$ cat src/rtl/muldiv_unit.sv
// Iterative RV32M multiply/divide unit for the EX stage: shift-add multiply and
// restoring divide, one bit per cycle, with single-cycle special cases.
module muldiv_unit #(
  parameter int XLEN = 32
) (
  input  logic            CLK,
  input  logic            RESET,
  input  logic            FLUSH,
  input  logic            IN_VALID,
  output logic            IN_READY,
  input  logic [4:0]      ALU_OPCODE,
  input  logic [XLEN-1:0] DATA1,
  input  logic [XLEN-1:0] DATA2,
  output logic            OUT_VALID,
  input  logic            OUT_READY,
  output logic [XLEN-1:0] RESULT,
  output logic            BUSY
);

  localparam int CW = $clog2(XLEN);
  localparam logic [CW-1:0] LAST_ITER = CW'(XLEN - 1);
  localparam logic [CW-1:0] CNT_ONE   = {{(CW-1){1'b0}}, 1'b1};

  typedef enum logic [1:0] {
    IDLE = 2'd0,
    CALC = 2'd1,
    DONE = 2'd2
  } state_t;

  state_t              state_r;
  logic [2:0]          op_r;
  logic                neg_r;
  logic [XLEN-1:0]     mag1_r;
  logic [XLEN-1:0]     mag2_r;
  logic [XLEN-1:0]     rem_r;
  logic [2*XLEN-1:0]   acc_r;
  logic [CW-1:0]       cnt_r;
  logic                out_valid_r;
  logic [XLEN-1:0]     result_r;

  logic                is_m_s;
  logic                is_div_s;
  logic                signed1_s;
  logic                signed2_s;
  logic                neg1_s;
  logic                neg2_s;
  logic [XLEN-1:0]     mag1_s;
  logic [XLEN-1:0]     mag2_s;
  logic                neg_s;
  logic                div0_s;
  logic                ovf_s;
  logic                fast_s;
  logic [XLEN-1:0]     fast_res_s;

  logic [XLEN:0]       mul_sum_s;
  logic [2*XLEN-1:0]   mul_next_s;
  logic [XLEN:0]       div_shift_s;
  logic [XLEN:0]       div_trial_s;
  logic                div_ge_s;
  logic [XLEN-1:0]     rem_next_s;
  logic [XLEN-1:0]     quo_next_s;
  logic [2*XLEN-1:0]   prod_s;
  logic [XLEN-1:0]     quo_fix_s;
  logic [XLEN-1:0]     rem_fix_s;
  logic [XLEN-1:0]     calc_res_s;

  assign IN_READY  = (state_r == IDLE);
  assign BUSY      = (state_r != IDLE);
  assign OUT_VALID = out_valid_r;
  assign RESULT    = result_r;

  // Accept-time decode: operand magnitudes, result sign and special cases.
  always_comb begin
    is_m_s   = (ALU_OPCODE[4:3] == 2'b01);
    is_div_s = is_m_s && ALU_OPCODE[2];
    case (ALU_OPCODE[2:0])
      3'b000, 3'b001, 3'b100, 3'b110: begin
        signed1_s = 1'b1;
        signed2_s = 1'b1;
      end
      3'b011: begin
        signed1_s = 1'b1;
        signed2_s = 1'b0;
      end
      default: begin
        signed1_s = 1'b0;
        signed2_s = 1'b0;
      end
    endcase
    neg1_s = signed1_s && DATA1[XLEN-1];
    neg2_s = signed2_s && DATA2[XLEN-1];
    mag1_s = neg1_s ? -DATA1 : DATA1;
    mag2_s = neg2_s ? -DATA2 : DATA2;
    // Remainders follow the dividend; everything else follows sign1 ^ sign2.
    if (ALU_OPCODE[2:1] == 2'b11) begin
      neg_s = neg1_s;
    end else begin
      neg_s = neg1_s ^ neg2_s;
    end
    div0_s = is_div_s && (DATA2 == {XLEN{1'b0}});
    ovf_s  = is_div_s && !ALU_OPCODE[0] &&
             (DATA1 == {1'b1, {(XLEN-1){1'b0}}}) && (DATA2 == {XLEN{1'b1}});
    fast_s = !is_m_s || div0_s || ovf_s;
    if (div0_s) begin
      fast_res_s = ALU_OPCODE[1] ? DATA1 : {XLEN{1'b1}};
    end else if (ovf_s) begin
      fast_res_s = ALU_OPCODE[1] ? {XLEN{1'b0}} : DATA1;
    end else begin
      fast_res_s = {XLEN{1'b0}};
    end
  end

  // One iteration step for both datapaths plus the final sign fix and selection.
  always_comb begin
    mul_sum_s   = {1'b0, acc_r[2*XLEN-1:XLEN]} +
                  (acc_r[0] ? {1'b0, mag1_r} : {(XLEN+1){1'b0}});
    mul_next_s  = {mul_sum_s, acc_r[XLEN-1:1]};
    div_shift_s = {rem_r, acc_r[XLEN-1]};
    div_trial_s = div_shift_s - {1'b0, mag2_r};
    div_ge_s    = !div_trial_s[XLEN];
    rem_next_s  = div_ge_s ? div_trial_s[XLEN-1:0] : div_shift_s[XLEN-1:0];
    quo_next_s  = {acc_r[XLEN-2:0], div_ge_s};
    prod_s      = neg_r ? -mul_next_s : mul_next_s;
    quo_fix_s   = neg_r ? -quo_next_s : quo_next_s;
    rem_fix_s   = neg_r ? -rem_next_s : rem_next_s;
    case (op_r)
      3'b000:                 calc_res_s = prod_s[XLEN-1:0];
      3'b001, 3'b010, 3'b011: calc_res_s = prod_s[2*XLEN-1:XLEN];
      3'b100, 3'b101:         calc_res_s = quo_fix_s;
      default:                calc_res_s = rem_fix_s;
    endcase
  end

  // Control FSM and datapath registers; RESET beats FLUSH beats handshake.
  always_ff @(posedge CLK) begin
    if (RESET) begin
      state_r     <= IDLE;
      op_r        <= 3'd0;
      neg_r       <= 1'b0;
      mag1_r      <= {XLEN{1'b0}};
      mag2_r      <= {XLEN{1'b0}};
      rem_r       <= {XLEN{1'b0}};
      acc_r       <= {(2*XLEN){1'b0}};
      cnt_r       <= {CW{1'b0}};
      out_valid_r <= 1'b0;
      result_r    <= {XLEN{1'b0}};
    end else if (FLUSH) begin
      state_r     <= IDLE;
      cnt_r       <= {CW{1'b0}};
      out_valid_r <= 1'b0;
      result_r    <= {XLEN{1'b0}};
    end else begin
      case (state_r)
        IDLE: begin
          if (IN_VALID) begin
            op_r   <= ALU_OPCODE[2:0];
            neg_r  <= neg_s;
            mag1_r <= mag1_s;
            mag2_r <= mag2_s;
            rem_r  <= {XLEN{1'b0}};
            acc_r  <= {{XLEN{1'b0}}, (is_div_s ? mag1_s : mag2_s)};
            cnt_r  <= {CW{1'b0}};
            if (fast_s) begin
              result_r    <= fast_res_s;
              out_valid_r <= 1'b1;
              state_r     <= DONE;
            end else begin
              state_r <= CALC;
            end
          end
        end
        CALC: begin
          acc_r <= op_r[2] ? {{XLEN{1'b0}}, quo_next_s} : mul_next_s;
          rem_r <= rem_next_s;
          if (cnt_r == LAST_ITER) begin
            result_r    <= calc_res_s;
            out_valid_r <= 1'b1;
            cnt_r       <= {CW{1'b0}};
            state_r     <= DONE;
          end else begin
            cnt_r <= cnt_r + CNT_ONE;
          end
        end
        DONE: begin
          if (OUT_READY) begin
            state_r     <= IDLE;
            out_valid_r <= 1'b0;
          end
        end
        default: state_r <= IDLE;
      endcase
    end
  end

endmodule

$ cat config.mk
export PLATFORM = sky130hd
export DESIGN_NAME = muldiv_unit
export DESIGN_NICKNAME = d
export VERILOG_FILES = /design/src/rtl/muldiv_unit.sv
export SDC_FILE = /design/constraint.sdc
export NUM_CORES = 1
export LEC_CHECK = 0
export ABC_AREA = 1
export CORE_AREA = 3 3 294 296
export DETAILED_ROUTE_END_ITERATION = 7
export DIE_AREA = 0 0 297 299
export GPL_ROUTABILITY_DRIVEN = 0
export GPL_TIMING_DRIVEN = 0
export PLACE_DENSITY = 0.38
export SLEW_MARGIN = 10
export SYNTH_ARGS = -nofsm -noshare
export SYNTH_HDL_FRONTEND = slang
export SYNTH_SLANG_ARGS = --single-unit
$ cat constraint.sdc
create_clock -name CLK -period 4.4 [get_ports CLK]
set_clock_uncertainty 0.05 [all_clocks]
set_input_delay 0.66 -clock CLK [delete_from_list [all_inputs] [get_ports CLK]]
set_output_delay 0.66 -clock CLK [all_outputs]
set_load 0.01 [all_outputs]
==> flow_summary_export.csv <==
group,metric,value,unit
critical_path,cp_common_cell,"nand2_1",
timing,rsz0062_at_grt,"true",
critical_path,path_max_fanout,10,
synth,synth-edff-count,0,
synth,synthFlopType,"dfxtp_1",
clocking,root_buffer,"clkbuf_16",
run_status,status,"finished, final reports clean",
timing,setup-violations-final,0,
die,fp.dieH,299,um
synth,ys_ff_latch,204,
route,drt-met1-wl,50.35,mm
clocking,h-tree-depth,1,
layout,layout.nets,3840,
critical_path,cp_slowest_cell,"dfxtp_1",
critical_path,worst-endpoint-arrival,4730,ps
critical_path,path_buf_inv,3,
route,highest_layer,"met4",
synth,ys_warn_count,0,
layout,layout_commonest_cell,"nand2_1",
global_route,grt_antenna_before_repair,4,
synth,synth_top_area_share,20.33,%
clocking,clk_latency,590,ps
power_and_ir_drop,vdd_drop_max,0.0002864,V
job,drv_cap,0,
clocking,clockBufferDepth,3,
power_and_ir_drop,leakage,11.35,nW
layout,areaGrowthSynthToFinish,18.23,%
timing,hold_slack,423.3,ps
layout,fin_util,28.33,%
route,dr_total_vias,23900,
critical_path,critical_path_class,"reg -> reg",
global_route,grt_pass1_wl,158.6,mm
placed_design,post-place-cells,4793,
die,placementRows,106,
route,drtAntennaViolNets,0,
die,dieArea,88800,sq um
placed_design,io_buffers,107,
synth,synth.net_count,3700,
clocking,cts_num_sinks,204,
route,wire_per_inst,22.66,um
timing,slew_viol_final,0,
synth,async_flop_share,0,%
critical_path,crit_cells,22,
timing,slew_headroom,22.74,%
global_route,grt.overflow.total,0,
synth,netlist_area,20090,sq um
timing,period_share,96.65,%
synth,yosysSeqAreaShare,20.33,%
die,start_util,23.96,%
critical_path,worstPathCellList,"inv_1, ha_1, nand2_1, nand2_1, nand2_1, nand2_1, inv_1, nand2_1, a21oi_4, nand3_4, nand2_8, buf_4, ha_4, nor2_4, nor2_1, nand2_1, a21oi_1, o21ai_0, o311a_1, a21oi_2, nand2_1, a21oi_1",
route,routed_wl,109.9,mm
clocking,cts_hold_buf,0,
global_route,grt_usage,23.87,%
die,die_w,297,um
critical_path,critical_path_required,4880,ps
synth,yosysTopAreaCell,"dfxtp_1",
layout,final_cells,4850,
layout,drive_gt1_share,5.386,%
route,met2_length,47.95,mm
synth,syn_area_per_cell,5.655,sq um
worst_hold_path,hp-class,"reg -> reg",
placed_design,post-dp-hpwl,92.07,mm
timing,period_needed,4253,ps
global_route,first_global_vias,23100,
die,core-area,83820,sq um
critical_path,crit_path_max_incr_delay,540,ps
timing,finalHoldViolCount,0,
synth,synth_cell_types,55,
route,wl_met3,5.605,mm
critical_path,start_kind,"flop",
clocking,cts_tree,"yes",
route,dr.pass1.iters,6,
clocking,cts_made_buffers,28,
synth,syn_inst,3552,
critical_path,crit_family,"simple AND/OR/NAND/NOR gates",
clocking,clk_pin_slew,60,ps
layout,layout_common_cells,"nand2_1 (969), inv_1 (534), nor2_1 (353)",
critical_path,end_kind,"flop",
synth,netlist_top_cells_area,"dfxtp_1 (20%), nand2_1 (18%), inv_1 (10%)",
critical_path,worst_r2r_path_depth,22,
route,initialDrtViolationCount,2022,
route,via_per_inst,4.929,
power_and_ir_drop,p_per_area,267.6,nW/um^2
die,ios,109,
global_route,grt_max_degree,14,
timing,fmax,235.2,MHz
worst_hold_path,holdPathStages,2,
route,drc,0,
timing,worstMarginPinSlew,1159,ps
## kinds of logic (layout without fill, tap and decap cells)
kind of cell    after synthesis  count (layout)  share of synthesized area (%)
compound gates              703             704                          20.21
xor+xnor                     79              79                          3.445
fa+ha+maj                    74              74                          4.684
buf+inv                     688             848                          13.12
flops                       204             204                          20.33
other cells                   0               3                              0
simple gates               1804            1804                          38.21
## registers in the layout, summed over array words and instances, names as in the netlist
name       flops
acc_r         64
RESULT        32
mag1_r        32
mag2_r        32
rem_r         32
cnt_r          5
op_r           3
state_r        2
OUT_VALID      1
neg_r          1
## routing by layer
metal	vias up	global-route usage, %
li1	11840	-
met5	-	0
met4	0	11.27
met1	11120	32.63
met2	761	38.01
met3	185	1.940
## per-stage QoR
| stage | area (sq um) | setup WS (ps) | setup TNS [ps] | power, mW |
|---|---|---|---|---|
| floorplan | 20090 | 813.2 | 0 | 3.112 |
| global placement | 22580 | -1370 | -21750 | 3.958 |
| detailed placement | 22580 | -1338 | -21480 | 3.941 |
| CTS | 23580 | 19.54 | 0 | 6.360 |
| global route | 23740 | -22.89 | -22.89 | 6.632 |
| finish | 23750 | 147.5 | 0 | 6.355 |
## Yosys cell counts, drive strengths merged (3+ instances only)
| cell type | number |
|---|---|
| a221oi | 37 |
| inv | 549 |
| xor2 | 59 |
| buf | 32 |
| o21bai | 14 |
| a31oi | 15 |
| clkbuf | 106 |
| o21ai | 236 |
| nor4 | 16 |
| nand4 | 50 |
| ha | 72 |
| o2111ai | 5 |
| a21oi | 287 |
| a21o | 6 |
| or2 | 12 |
| o211ai | 78 |
| xnor2 | 20 |
| and3 | 3 |
| nor3b | 3 |
| a211oi | 11 |
| nor2 | 372 |
| and2 | 6 |
| nor3 | 58 |
| nand2 | 1010 |
| nand3b | 18 |
| o31ai | 5 |
| dfxtp | 204 |
| nand3 | 256 |
## worst register-to-register path: cells and delay by family, from the launching register on
family	cells	cell delay [ps]
compound gates	6	1220
fa+ha+maj	2	640
buf+inv	3	400
flops	1	540
simple gates	11	1360
## report_power, final
| group | internal [mW] | switching, mW | total [mW] |
|---|---|---|---|
| logic | 0.538 | 1.39 | 1.93 |
| clock network | 1.37 | 1.02 | 2.39 |
| registers | 1.94 | 0.101 | 2.04 |
| total | 3.85 | 2.51 | 6.35 |
## worst paths after layout
kind	from	endpoint	slack (ps)
worst min-delay path	cnt_r[4]$_SDFFE_PP0P_	cnt_r[4]$_SDFFE_PP0P_	420
worst max-delay path	mag2_r[21]$_SDFFE_PP0P_	RESULT[28]$_SDFFE_PP0P_	150
worst min register to register	cnt_r[4]$_SDFFE_PP0P_	cnt_r[4]$_SDFFE_PP0P_	420
worst max register to register	mag2_r[21]$_SDFFE_PP0P_	RESULT[28]$_SDFFE_PP0P_	150
## layout make-up
| cell class | instances | area, sq um |
|---|---|---|
| fill | 9851 | 60070 |
| multi-input combinational | 2661 | 13560 |
| sequential | 204 | 4094 |
| inverter | 550 | 2064 |
| tap | 1134 | 1419 |
| timing repair buffer | 110 | 1094 |
| clock buffer | 37 | 785.8 |
| buffer | 137 | 585.6 |
| clock inverter | 14 | 138.9 |
| antenna | 3 | 7.507 |
## timing repair
item	CTS	global route
resized for setup	23	43
gates cloned	0	1
pin swaps	3	5
setup buffers	1	2
endpoints found under the setup margin	28	26
No activity file was read; power rests on OpenSTA's default activity.
